===== src/rtl/acl_pkg.sv =====
// Shared constants and types for the ADXL362-style SPI responder.
// Instruction codes, register addresses, reset defaults and FSM states.
package acl_pkg;

  localparam logic [7:0] INS_WRITE = 8'h0A;
  localparam logic [7:0] INS_READ  = 8'h0B;

  localparam logic [5:0] REG_DEVID_AD   = 6'h00;
  localparam logic [5:0] REG_DEVID_MST  = 6'h01;
  localparam logic [5:0] REG_PARTID     = 6'h02;
  localparam logic [5:0] REG_STATUS     = 6'h0B;
  localparam logic [5:0] REG_XDATA_L    = 6'h0E;
  localparam logic [5:0] REG_XDATA_H    = 6'h0F;
  localparam logic [5:0] REG_YDATA_L    = 6'h10;
  localparam logic [5:0] REG_YDATA_H    = 6'h11;
  localparam logic [5:0] REG_ZDATA_L    = 6'h12;
  localparam logic [5:0] REG_ZDATA_H    = 6'h13;
  localparam logic [5:0] REG_SOFT_RESET = 6'h1F;
  localparam logic [5:0] REG_FILTER_CTL = 6'h2C;
  localparam logic [5:0] REG_POWER_CTL  = 6'h2D;

  localparam logic [7:0] FILTER_CTL_RST = 8'h13;
  localparam logic [7:0] POWER_CTL_RST  = 8'h00;
  localparam logic [7:0] SOFT_RESET_KEY = 8'h52;

  typedef enum logic [2:0] {
    S_IDLE,
    S_INS,
    S_ADDR,
    S_WDAT,
    S_RDAT,
    S_DROP
  } state_t;

  // High data byte: sign-extended upper nibble of a 12-bit sample
  function automatic logic [7:0] data_h(input logic [11:0] s);
    return {{4{s[11]}}, s[11:8]};
  endfunction

endpackage


===== src/rtl/spi_slave_shifter.sv =====
// SPI mode-0 slave bit engine: pin synchronizers, edge detect,
// bit counter, RX/TX shift registers and MISO drive.
module spi_slave_shifter #(
  parameter int SYNC_STAGES = 2
) (
  input  logic       Clock,
  input  logic       Reset,
  input  logic       sclk,
  input  logic       mosi,
  input  logic       cs,
  input  logic       tx_en,
  input  logic       tx_load,
  input  logic [7:0] tx_byte,
  output logic       byte_strobe,
  output logic [7:0] rx_byte,
  output logic       cs_fall,
  output logic       cs_rise,
  output logic       cs_low,
  output logic       miso
);

  logic [SYNC_STAGES-1:0] sclk_sync, mosi_sync, cs_sync;
  logic       sclk_d, cs_d;
  logic       sclk_q, mosi_q, cs_q;
  logic       sclk_rise, sclk_fall;
  logic [2:0] bit_cnt;
  logic [6:0] rx_sh;
  logic [7:0] tx_sh;

  assign sclk_q    = sclk_sync[SYNC_STAGES-1];
  assign mosi_q    = mosi_sync[SYNC_STAGES-1];
  assign cs_q      = cs_sync[SYNC_STAGES-1];
  assign sclk_rise = sclk_q & ~sclk_d;
  assign sclk_fall = ~sclk_q & sclk_d;
  assign cs_rise   = cs_q & ~cs_d;
  assign cs_fall   = ~cs_q & cs_d;
  assign cs_low    = ~cs_q;

  // CS syncs to low at reset so a frame already open is never entered
  always_ff @(posedge Clock or negedge Reset) begin
    if (!Reset) begin
      sclk_sync <= '0;
      mosi_sync <= '0;
      cs_sync   <= '0;
      sclk_d    <= 1'b0;
      cs_d      <= 1'b0;
    end else begin
      sclk_sync <= {sclk_sync[SYNC_STAGES-2:0], sclk};
      mosi_sync <= {mosi_sync[SYNC_STAGES-2:0], mosi};
      cs_sync   <= {cs_sync[SYNC_STAGES-2:0], cs};
      sclk_d    <= sclk_q;
      cs_d      <= cs_q;
    end
  end

  always_ff @(posedge Clock or negedge Reset) begin
    if (!Reset) begin
      bit_cnt <= 3'd0;
      rx_sh   <= 7'd0;
    end else if (cs_fall || cs_rise) begin
      bit_cnt <= 3'd0;
    end else if (cs_low && sclk_rise) begin
      bit_cnt <= bit_cnt + 3'd1;
      rx_sh   <= {rx_sh[5:0], mosi_q};
    end
  end

  // No shift at count 0: keeps the freshly loaded MSB for the next rise
  always_ff @(posedge Clock or negedge Reset) begin
    if (!Reset) begin
      tx_sh <= 8'd0;
    end else if (tx_load) begin
      tx_sh <= tx_byte;
    end else if (cs_low && sclk_fall && bit_cnt != 3'd0) begin
      tx_sh <= {tx_sh[6:0], 1'b0};
    end
  end

  assign byte_strobe = cs_low & sclk_rise & (bit_cnt == 3'd7);
  assign rx_byte     = {rx_sh, mosi_q};
  assign miso        = tx_en & cs_low & tx_sh[7];

endmodule


===== src/rtl/acl_spi_responder.sv =====
// ADXL362-style accelerometer register responder on SPI:
// instruction/address/data protocol, register file, sample snapshot.
module acl_spi_responder #(
  parameter logic [7:0] DEVID_AD    = 8'hAD,
  parameter logic [7:0] DEVID_MST   = 8'h1D,
  parameter logic [7:0] PARTID      = 8'hF2,
  parameter int         SYNC_STAGES = 2
) (
  input  logic        Clock,
  input  logic        Reset,
  input  logic        SCLK,
  input  logic        MOSI,
  input  logic        CS,
  output logic        MISO,
  input  logic        sample_valid,
  input  logic [11:0] sample_x,
  input  logic [11:0] sample_y,
  input  logic [11:0] sample_z,
  output logic [7:0]  power_ctl,
  output logic        measuring,
  output logic        txn_done
);

  import acl_pkg::*;

  state_t      state, state_n;
  logic        byte_strobe, cs_fall, cs_rise, cs_low;
  logic        tx_en, tx_load;
  logic [7:0]  rx_byte, tx_byte, filter_ctl;
  logic [5:0]  addr, tx_addr;
  logic        is_read, byte_seen, data_hit;
  logic        do_write, soft_rst;
  logic        status, status_n, pend_valid, apply;
  logic [11:0] data_x, data_y, data_z;
  logic [11:0] pend_x, pend_y, pend_z;

  assign tx_en = (state == S_RDAT);

  spi_slave_shifter #(.SYNC_STAGES(SYNC_STAGES)) u_shifter (
    .Clock       (Clock),
    .Reset       (Reset),
    .sclk        (SCLK),
    .mosi        (MOSI),
    .cs          (CS),
    .tx_en       (tx_en),
    .tx_load     (tx_load),
    .tx_byte     (tx_byte),
    .byte_strobe (byte_strobe),
    .rx_byte     (rx_byte),
    .cs_fall     (cs_fall),
    .cs_rise     (cs_rise),
    .cs_low      (cs_low),
    .miso        (MISO)
  );

  always_comb begin
    state_n  = state;
    tx_load  = 1'b0;
    tx_addr  = addr + 6'd1;
    do_write = 1'b0;
    if (cs_rise) begin
      state_n = S_IDLE;
    end else begin
      unique case (state)
        S_IDLE: if (cs_fall) state_n = S_INS;
        S_INS: if (byte_strobe) begin
          if (rx_byte == INS_WRITE || rx_byte == INS_READ)
            state_n = S_ADDR;
          else
            state_n = S_DROP;
        end
        S_ADDR: if (byte_strobe) begin
          state_n = is_read ? S_RDAT : S_WDAT;
          tx_load = is_read;
          tx_addr = rx_byte[5:0];
        end
        S_WDAT: do_write = byte_strobe;
        S_RDAT: tx_load = byte_strobe;
        S_DROP: ;
        default: state_n = S_IDLE;
      endcase
    end
  end

  always_comb begin
    case (tx_addr)
      REG_DEVID_AD:   tx_byte = DEVID_AD;
      REG_DEVID_MST:  tx_byte = DEVID_MST;
      REG_PARTID:     tx_byte = PARTID;
      REG_STATUS:     tx_byte = {7'd0, status};
      REG_XDATA_L:    tx_byte = data_x[7:0];
      REG_XDATA_H:    tx_byte = data_h(data_x);
      REG_YDATA_L:    tx_byte = data_y[7:0];
      REG_YDATA_H:    tx_byte = data_h(data_y);
      REG_ZDATA_L:    tx_byte = data_z[7:0];
      REG_ZDATA_H:    tx_byte = data_h(data_z);
      REG_FILTER_CTL: tx_byte = filter_ctl;
      REG_POWER_CTL:  tx_byte = power_ctl;
      default:        tx_byte = 8'h00;
    endcase
  end

  assign soft_rst = do_write && addr == REG_SOFT_RESET &&
                    rx_byte == SOFT_RESET_KEY;
  // Samples land outside frames; a pending one lands on the CS rise
  assign apply = (sample_valid && !cs_low) || (cs_rise && pend_valid);

  always_comb begin
    status_n = status;
    if (soft_rst) status_n = 1'b0;
    if (cs_rise && data_hit) status_n = 1'b0;
    if (apply) status_n = 1'b1;
  end

  always_ff @(posedge Clock or negedge Reset) begin
    if (!Reset) state <= S_IDLE;
    else        state <= state_n;
  end

  always_ff @(posedge Clock or negedge Reset) begin
    if (!Reset) begin
      addr      <= 6'd0;
      is_read   <= 1'b0;
      byte_seen <= 1'b0;
      data_hit  <= 1'b0;
      txn_done  <= 1'b0;
    end else begin
      txn_done <= cs_rise && byte_seen;
      if (state == S_INS && byte_strobe)
        is_read <= (rx_byte == INS_READ);
      if (state == S_ADDR && byte_strobe)
        addr <= rx_byte[5:0];
      else if (byte_strobe && (state == S_WDAT || state == S_RDAT))
        addr <= addr + 6'd1;
      if (cs_fall || cs_rise)
        byte_seen <= 1'b0;
      else if (byte_strobe && state != S_IDLE)
        byte_seen <= 1'b1;
      if (cs_fall || cs_rise)
        data_hit <= 1'b0;
      else if (byte_strobe && state == S_RDAT &&
               addr >= REG_XDATA_L && addr <= REG_ZDATA_H)
        data_hit <= 1'b1;
    end
  end

  always_ff @(posedge Clock or negedge Reset) begin
    if (!Reset) begin
      power_ctl  <= POWER_CTL_RST;
      filter_ctl <= FILTER_CTL_RST;
    end else if (do_write) begin
      unique case (1'b1)
        soft_rst: begin
          power_ctl  <= POWER_CTL_RST;
          filter_ctl <= FILTER_CTL_RST;
        end
        addr == REG_FILTER_CTL: filter_ctl <= rx_byte;
        addr == REG_POWER_CTL:  power_ctl  <= rx_byte;
        default: ;
      endcase
    end
  end

  always_ff @(posedge Clock or negedge Reset) begin
    if (!Reset) begin
      status     <= 1'b0;
      pend_valid <= 1'b0;
      pend_x     <= '0;
      pend_y     <= '0;
      pend_z     <= '0;
      data_x     <= '0;
      data_y     <= '0;
      data_z     <= '0;
    end else begin
      status <= status_n;
      if (sample_valid && cs_low) begin
        pend_valid <= 1'b1;
        pend_x     <= sample_x;
        pend_y     <= sample_y;
        pend_z     <= sample_z;
      end else if (cs_rise) begin
        pend_valid <= 1'b0;
      end
      if (apply) begin
        data_x <= sample_valid ? sample_x : pend_x;
        data_y <= sample_valid ? sample_y : pend_y;
        data_z <= sample_valid ? sample_z : pend_z;
      end
    end
  end

  assign measuring = (power_ctl[1:0] == 2'b10);

endmodule


===== config.mk =====
export PLATFORM = sky130hd
export DESIGN_NAME = acl_spi_responder
export DESIGN_NICKNAME = d
export VERILOG_FILES = /design/src/rtl/acl_pkg.sv /design/src/rtl/spi_slave_shifter.sv /design/src/rtl/acl_spi_responder.sv
export SDC_FILE = /design/constraint.sdc
export NUM_CORES = 1
export LEC_CHECK = 0
export CAP_MARGIN = 20
export CORE_ASPECT_RATIO = 0.5
export CORE_MARGIN = 2
export CORE_UTILIZATION = 35
export CTS_BUF_LIST = sky130_fd_sc_hd__clkbuf_4 sky130_fd_sc_hd__clkbuf_8 sky130_fd_sc_hd__clkbuf_16
export DETAILED_ROUTE_END_ITERATION = 16
export PLACE_DENSITY = 0.52
export SYNTH_ARGS = -nofsm -noshare
export SYNTH_HDL_FRONTEND = slang
export SYNTH_SLANG_ARGS = --single-unit

===== constraint.sdc =====
create_clock -name Clock -period 3.4 [get_ports Clock]
set_input_delay 0.34 -clock Clock [delete_from_list [all_inputs] [get_ports Clock]]
set_output_delay 0.34 -clock Clock [all_outputs]
set_load 0.01 [all_outputs]

Yosys cells after proc, flatten, opt, wreduce, memory -nomap -nowiden

Index checks and enable logic that the tools add are counted.

Div/mod/pow operators: 0
Add/sub/neg operators: 2
Multiplexer cells: 36
$lt $le $gt $ge: 2
Shifts and indexed selects: 0
Bitwise logic cells: 13
$mul: 0
Equal/unequal tests: 28
Reduce and logical (&&, ||, !) cells: 39

Operators by type and width:

| kind                                                                                | number |
|---|---|
| 8-bit one-hot mux with 12 select lines                                              | 1 |
| 12-bit two-way mux                                                                  | 3 |
| 8-bit one-hot mux with 2 select lines                                               | 2 |
| 6-bit by 5-bit == test with 1-bit output, second input constant                     | 5 |
| 6-bit two-way mux                                                                   | 5 |
| 6-bit == test, second input constant                                                | 4 |
| 3-bit two-way mux                                                                   | 8 |
| 6-bit by 4-bit == test with 1-bit output, second input constant                     | 3 |
| 1-bit logical AND                                                                   | 17 |
| 8-bit by 4-bit == test with 1-bit output, second input constant                     | 2 |
| 8-bit two-way mux                                                                   | 2 |
| 2-bit nonzero test                                                                  | 8 |
| 1-bit two-way mux                                                                   | 13 |
| 3-bit one-hot mux with 4 select lines                                               | 1 |
| 3-bit == test, second input constant                                                | 3 |
| 3-bit nonzero test                                                                  | 3 |
| 1-bit AND                                                                           | 8 |
| 8-bit by 7-bit == test with 1-bit output, second input constant                     | 1 |
| 6-bit by 1-bit adder with 6-bit output, second input constant                       | 1 |
| 3-bit by 2-bit == test with 1-bit output, second input constant                     | 2 |
| 6-bit by 1-bit == test with 1-bit output, second input constant                     | 1 |
| 6-bit by 2-bit == test with 1-bit output, second input constant                     | 1 |
| 6-bit by 4-bit greater-or-equal comparator with 1-bit output, second input constant | 1 |
| 6-bit by 5-bit less-or-equal comparator with 1-bit output, second input constant    | 1 |
| other kinds (14)                                                                    | 24 |

Bits in latches: 0
Memories: 0
Input bits: 42
Register bits: 129
Bits in read-only memories: 0
RAM bits: 0
Output and inout port bits: 11
Word-level logic and storage cells: 144

Logic depth before layout (Yosys ltp)

Gate-level depths: netlist (run 1).

Depth in word-level cells: 11
Gate-level depth with buffers: 13
Gate-level depth less buffers: 9

Cells and area by module

Synthesis (run 1) repeated with hierarchy kept, for this count alone.

Cells, all modules: 627
Area, all modules: 6641.4 um^2

By module, submodules not included:

| module            | sequential area each (um^2) | area each (um^2) | cells an instance | times used |
|---|---|---|---|---|
| acl_spi_responder | 2581.2                      | 5516.5           | 535               | 1 |
| spi_slave_shifter | 650.6                       | 1124.8           | 92                | 1 |

Worst setup path after synthesis (run 1)

No wires, ideal clock.

Path type: register to register
From: reg u_shifter.cs_sync[1]
To: reg u_shifter.tx_sh[3]
Period minus slack after synthesis: 2.810 ns
Slack: 0.590 ns
Arrival time: 2.679 ns
Cell stages (with the launch flop): 12
Setup time: 0.131 ns
Buffers on the path: 3
Required time: 3.269 ns
Path through: dfrtp_1 > ha_1 > buf_2 > or3b_1 > buf_6 > nor3_4 > buf_6 > mux2i_1 > mux2_2 > a32oi_1 > a31oi_1 > or3_1

Cells in the longest elaborated chain, start to end: 9
Elaborated cells on any way between the ends: 27

RTL lines:

| item                                   | RTL line                | source |
|---|---|---|
| start, declared                        | spi_slave_shifter.sv:22 | `logic [SYNC_STAGES-1:0] sclk_sync, mosi_sync, cs_sync;` |
| start signal, assigned                 | spi_slave_shifter.sv:50 | `cs_sync <= {cs_sync[SYNC_STAGES-2:0], cs};` |
| 1-bit inverter                         | spi_slave_shifter.sv:37 | `assign cs_low = ~cs_q;` |
| 1-bit AND (2 in series)                | spi_slave_shifter.sv:79 | `assign byte_strobe = cs_low & sclk_rise & (bit_cnt == 3'd7);` |
| 6-bit two-way mux                      | acl_spi_responder.sv:72 | `S_ADDR: if (byte_strobe) begin` |
| 6-bit two-way mux                      | acl_spi_responder.sv:64 | `unique case (state)` |
| 6-bit two-way mux                      | acl_spi_responder.sv:61 | `if (cs_rise) begin` |
| 6-bit == test (tied with other cells)  | acl_spi_responder.sv:86 | `case (tx_addr)` |
| 8-bit one-hot mux with 12 select lines | acl_spi_responder.sv:86 |  |
| 8-bit two-way mux                      | spi_slave_shifter.sv:72 | `end else if (tx_load) begin` |
| end signal, assigned                   | spi_slave_shifter.sv:73 | `tx_sh <= tx_byte;` |
| end signal, assigned                   | spi_slave_shifter.sv:75 | `tx_sh <= {tx_sh[6:0], 1'b0};` |
| end, declared                          | spi_slave_shifter.sv:28 | `logic [7:0] tx_sh;` |

Several ways; a longest one is shown, not always the timed one.
A chain may end at the register's enable or synchronous reset.

Final worst setup path (run 1)

From: reg u_shifter.cs_sync[1]
To: reg u_shifter.tx_sh[2]

The elaborated chain is that of the path after synthesis.

==> results of run 1 <==
## synth_stat cells, types with 6 or more instances
master | number | area (sq um)
a211oi_1 | 6 | 45.0
a21oi_1 | 8 | 40.0
a22oi_1 | 7 | 52.6
a31oi_1 | 7 | 43.8
and2_1 | 6 | 37.5
clkbuf_1 | 30 | 113
dfrtp_1 | 126 | 3150
ha_1 | 9 | 113
inv_1 | 20 | 75.1
mux2_2 | 41 | 462
mux2i_1 | 48 | 480
nand2_1 | 79 | 297
nand2b_1 | 7 | 43.8
nand3_1 | 22 | 110
nor2_1 | 22 | 82.6
nor2b_1 | 9 | 56.3
nor3_1 | 13 | 65.1
o21ai_0 | 70 | 350
o22ai_1 | 10 | 62.6
## report_power, final
group,internal [mW],switching (mW)
combinational,0.235,0.281
sequential,1.72,0.201
clock,1.05,0.778
## worst max path at each step
stage | start | slack [ps] | to
5_1_grt | u_shifter.cs_sync[1]$_DFF_PN0_ | 100 | u_shifter.tx_sh[4]$_DFFE_PN0P_
6_report | u_shifter.cs_sync[1]$_DFF_PN0_ | 280 | u_shifter.tx_sh[2]$_DFFE_PN0P_
2_1_floorplan | u_shifter.cs_sync[1]$_DFF_PN0_ | 590 | u_shifter.tx_sh[3]$_DFFE_PN0P_
3_5_place_dp | u_shifter.cs_sync[1]$_DFF_PN0_ | 320 | u_shifter.tx_sh[2]$_DFFE_PN0P_
4_1_cts | u_shifter.cs_sync[1]$_DFF_PN0_ | 310 | u_shifter.tx_sh[2]$_DFFE_PN0P_
3_3_place_gp | u_shifter.cs_sync[1]$_DFF_PN0_ | 350 | u_shifter.tx_sh[3]$_DFFE_PN0P_
## state kept, by name, indices dropped and copies added, names as in the netlist, 6 cells and up
signal	flops
pend_z	12
power_ctl	8
pend_x	12
u_shifter.tx_sh	8
data_y	12
pend_y	12
u_shifter.rx_sh	7
data_x	12
data_z	12
addr	6
filter_ctl	8
## final cells by class
type                    instances  area, sq um  area share, %
clock buffers                  18          439           5.46
clock inverters                14          145           1.80
inverters                      20         75.1          0.933
multi-input cells             454         3190           39.6
flip-flops and latches        129         3230           40.2
well taps                     259          324           4.03
repair buffers                 66          646           8.02
## cells by family after synthesis
group / share of synthesized area, %
buffers and inverters: 4.07
AND/OR/NAND/NOR: 14.4
multiplexers: 14.1
adder cells (fa/ha/maj): 1.69
AO/OA/AOI/OAI: 16.7
flip-flops: 48.4
XOR/XNOR: 0.656
## layer usage
| metal | vias to the layer above | share of wire [%] | GRT usage, % |
|---|---|---|---|
| met5 | - | 0 | 0 |
| met4 | 0 | 1.8 | 6.84 |
| met3 | 21 | 5.7 | 5.03 |
| met2 | 151 | 41 | 25.4 |
| met1 | 2515 | 51 | 28.1 |
| li1 | 2444 | - | - |
## timing repair
item | 4_1_cts | 5_1_grt
hold endpoints to repair | 15 | 0
hold buffers | 1 | 0
setup endpoints to repair | 0 | 0
## through the flow
step           util (%)  hold slack (ps)  setup WS, ps
2_1_floorplan         -             44.4           590
3_3_place_gp       40.0              221           348
3_5_place_dp       40.0              222           322
4_1_cts            43.2              310           309
5_1_grt            43.3              329           104
6_report           43.3              317           280
==> results.json, run 1 <==
{
  "drtPass1Iterations": 5,
  "finalSetupViolations": 0,
  "ys_seq_area_share_pct": 48.4,
  "critPathBufInv": 1,
  "setup_tns_ps": 0,
  "cts_setup_buffers": 0,
  "hold_viol_final": 0,
  "relSlewSlack_pct": 47.7,
  "htree_levels": 4,
  "critPathLaunchType": "register",
  "layout_common_cells": "dfrtp_1 (126), nand2_1 (79), o21ai_0 (70)",
  "placed_area_sq_um": 7430,
  "synth-main-ff-cell": "dfrtp_1",
  "gp_congestion": 0.895,
  "finalMaxSlewViolations": 0,
  "status": "complete, no violations",
  "r2r_start": "u_shifter.cs_sync[1]$_DFF_PN0_",
  "leakage_nw": 3.40,
  "power.density_nw_per_um2": 530,
  "critPathSlowestCell": "dfrtp_1",
  "final_nets": 739,
  "design_area_sq_um": 8050,
  "ys_types": 75,
  "cts_resized": 0,
  "crit_chain": "ha_1 > buf_4 > nor4b_4 > nand2_1 > mux2_2 > o211a_1 > a22o_1 > a2111oi_2 > o22ai_1",
  "fin_crit_ps": 3120,
  "wl_per_cell_um": 18.5,
  "crit_family": "compound AO/OA/AOI/OAI gates",
  "clock-sinks": 129,
  "drive_above_1_share_pct": 16.0,
  "final_common_cell": "dfrtp_1",
  "clkLatencyLatePin_ps": 430,
  "finalPower_mw": 4.26,
  "synth_edf_count": 0,
  "worstPathMaxFanout": 9,
  "dp.cells": 926,
  "dieHeight_um": 102,
  "critPathCaptureType": "register",
  "vias": 5131,
  "drt-initial-drc-count": 552,
  "core_area_sq_um": 18600,
  "grt_antenna_before_repair": 0,
  "crit_arrival_ps": 3400,
  "avgSynthCellArea_sq_um": 10.4,
  "synth_fp_nets": 696,
  "clk_pin_slew_ps": 70,
  "drt_drc_violations_left": 0,
  "post-route-period-util_pct": 91.8,
  "syn_area_sq_um": 6680,
  "hold_path.class": "input pin to asynchronous set/reset pin",
  "ioPinCount": 53,
  "fill_cells": 1818,
  "dieArea_sq_um": 20300,
  "placementRows": 35,
  "ir_drop_mv": 0.318,
  "io_buffers": 52,
  "final_cells": 960,
  "ant_nets": 0,
  "die_width_um": 199,
  "dpl.hpwl_mm": 12.4,
  "ys_ff_latch": 129,
  "ys_warn_count": 0,
  "numCtsBuffers": 17,
  "start_util_pct": 36.0,
  "cts_tree": "built",
  "routed_via_density": 5.34,
  "rsz0062_at_grt": "no",
  "track_usage_pct": 18.7,
  "reg2regPathDepth": 9,
  "final.setup_skew_ps": 12.8,
  "num_antenna_cells": 0,
  "clockBufferDepth": 2,
  "drv_cap": 0,
  "r2r_end": "u_shifter.tx_sh[2]$_DFFE_PN0P_",
  "required_ps": 3680,
  "async_reset_ff_share_pct": 100,
  "cp_num_cells": 9,
  "syn2layout_area_growth_pct": 20.5,
  "grt_pass1_vias": 4878,
  "cts_root_buf": "clkbuf_16",
  "wl_mm": 17.8,
  "tightestPinTransition_ps": 785,
  "grt_max_degree": 115,
  "syn_inst": 645,
  "crit_type": "register to register",
  "r2r_slack_ps": 280,
  "max_stage_delay_ps": 490,
  "grt_pass1_wl_mm": 28.3,
  "fmax_mhz": 320,
  "grt_overflow": 0
}
Power figures use the tool's default switching activity.
==> run 2, diff against run 1 <==
--- a/config.mk
+++ b/config.mk
@@ -7,7 +7,7 @@
 export LEC_CHECK = 0
 export CAP_MARGIN = 20
 export CORE_ASPECT_RATIO = 0.5
-export CORE_MARGIN = 2
+export CORE_MARGIN = 5
 export CORE_UTILIZATION = 35
 export CTS_BUF_LIST = sky130_fd_sc_hd__clkbuf_4 sky130_fd_sc_hd__clkbuf_8 sky130_fd_sc_hd__clkbuf_16
 export DETAILED_ROUTE_END_ITERATION = 16
==> run 2 against run 1 <==
Effect of this change: hold slack got worse by 310 ps; cell count rose by 0.31%; largest cell class unchanged; largest power group unchanged; via count down 1.5%; sequential power is essentially flat; utilization increased by 0.088 points.
==> results.json, run 2 (synthesis results as in run 1) <==
{
  "numCtsBuffers": 17,
  "hold_path.class": "input pin to asynchronous set/reset pin",
  "relSlewSlack_pct": 42.6,
  "wl_per_cell_um": 18.8,
  "drv_cap": 0,
  "drt_drc_violations_left": 0,
  "grt_antenna_before_repair": 0,
  "critPathSlowestCell": "nor4b_4",
  "wl_mm": 18.1,
  "cts_root_buf": "clkbuf_16",
  "clk_pin_slew_ps": 60,
  "fill_cells": 1816,
  "clockBufferDepth": 2,
  "setup_tns_ps": 0,
  "htree_levels": 4,
  "track_usage_pct": 17.1,
  "cts_resized": 0,
  "worstPathMaxFanout": 9,
  "die_width_um": 205,
  "clkPwrFrac_pct": 43.1,
  "drt-initial-drc-count": 304,
  "crit_type": "register to register",
  "start_util_pct": 36.0,
  "max_stage_delay_ps": 430,
  "grt_pass1_wl_mm": 29.1,
  "finalSetupViolations": 0,
  "finalMaxSlewViolations": 0,
  "status": "complete, no violations",
  "final_common_cell": "dfrtp_1",
  "vias": 5056,
  "gp_congestion": 0.886,
  "p_int_mw": 3.09,
  "placementRows": 35,
  "clkLatencyLatePin_ps": 420,
  "multi_input_area_sq_um": 3190,
  "holdWs_ps": 5.33,
  "critPathCaptureType": "register",
  "ir_drop_mv": 0.320,
  "grt_pass1_vias": 4999,
  "regArea_sq_um": 3230,
  "ant_nets": 0,
  "tightestPinTransition_ps": 856,
  "grt_overflow": 0,
  "final.setup_skew_ps": 11.8,
  "grt_max_degree": 74,
  "dieHeight_um": 108,
  "critPathLaunchType": "register",
  "post-route-period-util_pct": 88.5,
  "drive_above_1_share_pct": 16.5,
  "fmax_mhz": 332,
  "clock-sinks": 129,
  "routed_via_density": 5.25,
  "fin_crit_ps": 3010,
  "num_antenna_cells": 0,
  "layout_common_cells": "dfrtp_1 (126), nand2_1 (79), o21ai_0 (70)",
  "critPathBufInv": 1,
  "crit_arrival_ps": 3290,
  "power_switching_mw": 1.19,
  "dieArea_sq_um": 22100,
  "crit_chain": "ha_1 > buf_4 > nor4b_4 > nand2_1 > nand3_1 > o22a_1 > o211ai_1 > a2111oi_2 > o22ai_1",
  "seqPwrFrac_pct": 44.2,
  "hold_viol_final": 0,
  "power.density_nw_per_um2": 531,
  "dpl.hpwl_mm": 13.1,
  "cts_tree": "built",
  "drtPass1Iterations": 5,
  "ioPinCount": 53,
  "core_area_sq_um": 18600,
  "hold_buffers": 0,
  "rsz0062_at_grt": "no",
  "leakage_nw": 3.42,
  "cts_setup_buffers": 0,
  "io_buffers": 52,
  "syn2layout_area_growth_pct": 20.8,
  "power_switching_share_pct": 27.8,
  "pwr-share-comb_pct": 12.6,
  "required_ps": 3680,
  "final_nets": 742,
  "crit_family": "compound AO/OA/AOI/OAI gates"
}
## run 2: cell count changes in the layout (fill, tap and decap cells not counted), sizes merged
cell	before	now
inv	27	22
bufinv	1	2
dlygate4sd3	1	0
clkbuf	18	20
buf	15	19
clkinv	3	5
## run 2: cell type report
class	instances	share of cell area (%)
clock buffer	20	5.71
multi-input combinational	454	39.5
inverter	20	0.931
timing repair buffer	69	8.10
sequential	129	40.1
clock inverter	12	1.64
tap	259	4.02
## run 2: worst register-to-register path, cell delays in order, from the launching register on
cell and delay [ps]:
dfrtp_1 380, ha_1 190, buf_4 170, nor4b_4 430, nand2_1 330, nand3_1 270
o22a_1 360, o211ai_1 240, a2111oi_2 380, o22ai_1 130
## run 2: metal layers
| metal | track usage (%) | routed length, um | up-vias |
|---|---|---|---|
| met2 | 23.5 | 7530 | 91 |
| li1 | - | - | 2443 |
| met3 | 4.06 | 688 | 16 |
| met5 | 0 | 0 | - |
| met4 | 4.20 | 215 | 0 |
| met1 | 26.5 | 9680 | 2506 |
## run 2: final timing paths
| kind | depth (start not counted) | from | slack (ps) | to |
|---|---|---|---|---|
| max | 9 | u_shifter.cs_sync[1]$_DFF_PN0_ | 390 | u_shifter.tx_sh[6]$_DFFE_PN0P_ |
| min | 1 | Reset | 5 | pend_x[4]$_DFFE_PN0P_ |
| max reg2reg | 9 | u_shifter.cs_sync[1]$_DFF_PN0_ | 390 | u_shifter.tx_sh[6]$_DFFE_PN0P_ |
| min reg2reg | 0 | u_shifter.cs_sync[0]$_DFF_PN0_ | 350 | u_shifter.cs_sync[1]$_DFF_PN0_ |
| max in group asynchronous | 2 | Reset | 2510 | filter_ctl[0]$_DFFE_PN1P_ |
| min in group Clock | 0 | u_shifter.cs_sync[0]$_DFF_PN0_ | 350 | u_shifter.cs_sync[1]$_DFF_PN0_ |
## run 2: metrics by stage
step                power [mW]  util, %  std cells  setup WS, ps  area, sq um
floorplan                 2.22        -        645           590         6680
global placement          2.46     40.2        931           372         7470
detailed placement        2.47     40.2        931           413         7470
CTS                       4.32     43.4        963           409         8060
global route              4.49     43.4        963           210         8060
finish                    4.28     43.4        963           392         8060
## run 2: power groups by stage
| stage | combinational (mW) | sequential, mW | clock [mW] |
|---|---|---|---|
| 6_report | 0.542 | 1.89 | 1.85 |
| 5_1_grt | 0.615 | 1.92 | 1.96 |
| 4_1_cts | 0.550 | 1.89 | 1.88 |
| 3_5_place_dp | 0.548 | 1.92 | 0 |
| 3_3_place_gp | 0.542 | 1.92 | 0 |
| 2_1_floorplan | 0.398 | 1.82 | 0 |
==> run 3, diff against run 2 <==
--- a/config.mk
+++ b/config.mk
@@ -5,13 +5,15 @@
 export SDC_FILE = /design/constraint.sdc
 export NUM_CORES = 1
 export LEC_CHECK = 0
-export CAP_MARGIN = 20
+export CAP_MARGIN = 15
 export CORE_ASPECT_RATIO = 0.5
 export CORE_MARGIN = 5
 export CORE_UTILIZATION = 35
 export CTS_BUF_LIST = sky130_fd_sc_hd__clkbuf_4 sky130_fd_sc_hd__clkbuf_8 sky130_fd_sc_hd__clkbuf_16
 export DETAILED_ROUTE_END_ITERATION = 16
 export PLACE_DENSITY = 0.52
+export SLEW_MARGIN = 20
 export SYNTH_ARGS = -nofsm -noshare
 export SYNTH_HDL_FRONTEND = slang
+export SYNTH_HIERARCHICAL = 1
 export SYNTH_SLANG_ARGS = --single-unit
==> run 3 against run 2 <==
Effect of this change: critical path type unchanged; final area decreased by 0.42%; flip-flop and latch count is the same; global-route usage decreased by 0.73 points.
==> results.json, run 3 <==
{
  "worstPathMaxFanout": 12,
  "ioPinCount": 53,
  "die_width_um": 205,
  "clkLatencyLatePin_ps": 430,
  "async_reset_ff_share_pct": 100,
  "syn_area_sq_um": 6640,
  "ir_drop_mv": 0.270,
  "fill_cells": 1769,
  "syn_inst": 627,
  "finalPower_mw": 4.40,
  "r2r_start": "u_shifter/cs_sync[1]$_DFF_PN0_",
  "io_buffers": 52,
  "power_switching_mw": 1.25,
  "layout_common_cells": "dfrtp_1 (126), nand2_1 (66), o21ai_0 (61)",
  "dpl.hpwl_mm": 12.1,
  "synth_area_leader_cell": "dfrtp_1",
  "required_ps": 3700,
  "endpoint": "u_shifter/tx_sh[7]$_DFFE_PN0P_",
  "ys_ff_latch": 129,
  "post_synth_xor_area_fraction_pct": 0.396,
  "clock-sinks": 129,
  "synth_top_family_by_area": "compound AO/OA/AOI/OAI gates",
  "drv_cap": 0,
  "synth_edf_count": 0,
  "placed_area_sq_um": 7400,
  "final_nets": 719,
  "placementRows": 35,
  "wl_per_cell_um": 18.2,
  "drt_drc_violations_left": 0,
  "synth_compound_area_share_pct": 17.4,
  "num_antenna_cells": 0,
  "ys_seq_area_share_pct": 48.7,
  "critPathCaptureType": "register",
  "vias": 5074,
  "multi_input_area_sq_um": 3160,
  "seqPwrFrac_pct": 44.6,
  "critPathLaunchType": "register",
  "fin_crit_ps": 3060,
  "clk_pin_slew_ps": 60,
  "gp_congestion": 0.925,
  "synthSimpleGateAreaFrac_pct": 13.8,
  "pwr-share-comb_pct": 11.3,
  "cts_tree": "built",
  "cts_root_buf": "clkbuf_16",
  "yosys-top-cells-count": "dfrtp_1 (126), nand2_1 (66), o21ai_0 (61), mux2i_1 (44), mux2_2 (36)",
  "post-route-period-util_pct": 89.9,
  "regArea_sq_um": 3230,
  "relSlewSlack_pct": 26.8,
  "met1_usage_pct": 24.1,
  "grt_overflow": 0,
  "status": "complete, no violations",
  "leakage_nw": 3.37,
  "htree_levels": 4,
  "fmax_mhz": 327,
  "ys_warn_count": 6,
  "rsz0062_at_grt": "no",
  "power_switching_share_pct": 28.3,
  "drt-initial-drc-count": 463,
  "dieHeight_um": 107,
  "reg2regPathDepth": 10,
  "avgSynthCellArea_sq_um": 10.6,
  "synth-main-ff-cell": "dfrtp_1",
  "synth_fp_nets": 678,
  "routed_via_density": 5.40,
  "grt_util_met2_pct": 23.9,
  "ant_nets": 0,
  "muxShareOfSynthArea_pct": 14.3,
  "crit_type": "register to register",
  "syn2layout_area_growth_pct": 20.9,
  "numCtsBuffers": 17,
  "wl_mm": 17.1,
  "finalSetupViolations": 0,
  "final.setup_skew_ps": 14.7,
  "grt_antenna_before_repair": 0,
  "grt_max_degree": 73,
  "final_common_cell": "dfrtp_1",
  "setup_tns_ps": 0,
  "finalMaxSlewViolations": 0,
  "r2r_slack_ps": 340,
  "clockBufferDepth": 2,
  "grt_pass1_wl_mm": 27.8,
  "design_area_sq_um": 8030,
  "synth.area.top_cells": "dfrtp_1 (47%), mux2i_1 (6.6%), mux2_2 (6.1%)",
  "grt_pass1_vias": 5006,
  "yosys.area_share.adder_pct": 1.70,
  "synth_top_area_share_pct": 47.5,
  "crit_arrival_ps": 3360,
  "core_area_sq_um": 18500,
  "start_util_pct": 35.9,
  "yosysMostFrequentCell": "dfrtp_1",
  "r2r_end": "u_shifter/tx_sh[7]$_DFFE_PN0P_",
  "top_usage_layer": "met1",
  "power.density_nw_per_um2": 548,
  "p_int_mw": 3.16,
  "ys_types": 70,
  "tightestPinTransition_ps": 1090,
  "drtPass1Iterations": 5,
  "track_usage_pct": 16.3,
  "startpoint": "u_shifter/cs_sync[1]$_DFF_PN0_",
  "dieArea_sq_um": 22000,
  "hold_path.class": "input pin to register",
  "met3_usage_pct": 3.43,
  "hold_viol_final": 0,
  "clkPwrFrac_pct": 44.0,
  "drive_above_1_share_pct": 15.3
}
## run 3: cell types whose count changed in the layout (fill, tap and decap cells not counted), sizes merged, moves of 4 or more
| cell | delta |
|---|---|
| mux2i | -4 |
| nand2 | -13 |
| o22ai | -6 |
| nor2b | +4 |
| buf | -4 |
| a22oi | +4 |
| a22o | +21 |
| nor3 | -7 |
| o22a | +4 |
| o21ai | -8 |
| a21oi | +16 |
| o31ai | -4 |
| a211oi | -5 |
| nand3 | -11 |
## run 3: critical path, cell delays in order, from the launching register on
cell and delay [ps]:
dfrtp_1 460, nor3b_4 310, and2_1 310, nor2b_2 260, nand2_1 290, a21oi_1 400
o2bb2ai_1 180, a221oi_1 400, nand3_1 130, nor2b_1 140, a21oi_1 50
## run 3: worst min-delay path by stage
stage	start	endpoint	cells past startpoint
detailed placement	u_shifter/mosi_sync[0]$_DFF_PN0_	u_shifter/mosi_sync[1]$_DFF_PN0_	0
global route	sample_valid	status$_DFFE_PN0P_	3
finish	sample_valid	status$_DFFE_PN0P_	3
global placement	u_shifter/mosi_sync[0]$_DFF_PN0_	u_shifter/mosi_sync[1]$_DFF_PN0_	0
floorplan	Reset	addr[0]$_DFFE_PN0P_	0
CTS	sample_valid	status$_DFFE_PN0P_	3
## run 3: what timing repair did
item,CTS,global route
hold buffers,1,0
buffers inserted,0,0
endpoints found under the hold margin,36,0
resized for setup,0,0
## run 3: cell type report
class | count | share of cell area [%]
sequential | 129 | 40.2
tap | 259 | 4.04
timing repair buffer | 66 | 7.88
multi-input combinational | 437 | 39.3
inverter | 17 | 0.795
clock inverter | 14 | 2.23
clock buffer | 18 | 5.47
## run 3: through the flow
step           hold slack [ps]  util, %  worst slack (ps)  instances
6_report                   241     43.4               342        940
5_1_grt                    255     43.4              78.5        940
4_1_cts                    240     43.4               400        940
3_5_place_dp               336     40.0               408        907
3_3_place_gp               332     40.0               479        907
2_1_floorplan             44.4        -               798        627
## run 3: power by group through the flow
stage | Combinational (mW) | Sequential, mW | Clock, mW
2_1_floorplan | 0.392 | 1.85 | 0
3_3_place_gp | 0.499 | 1.98 | 0
3_5_place_dp | 0.505 | 1.99 | 0
4_1_cts | 0.508 | 1.96 | 1.98
5_1_grt | 0.566 | 1.99 | 2.06
6_report | 0.499 | 1.96 | 1.94
## run 3: routing by layer
metal | part of all wire [%] | vias up
met5 | 0 | -
met4 | 1.6 | 0
met3 | 5.0 | 20
met2 | 43 | 152
met1 | 51 | 2522
li1 | - | 2380
## run 3: logic make-up (layout without fill, tap and decap cells)
family,after synthesis,after routing
buffers and inverters,61,115
DFF,129,129
muxes,88,88
and+or+nand+nor,167,167
adders and majority gates,9,9
AOI/OAI and AO/OA,170,170
xor gates and xnor gates,3,3
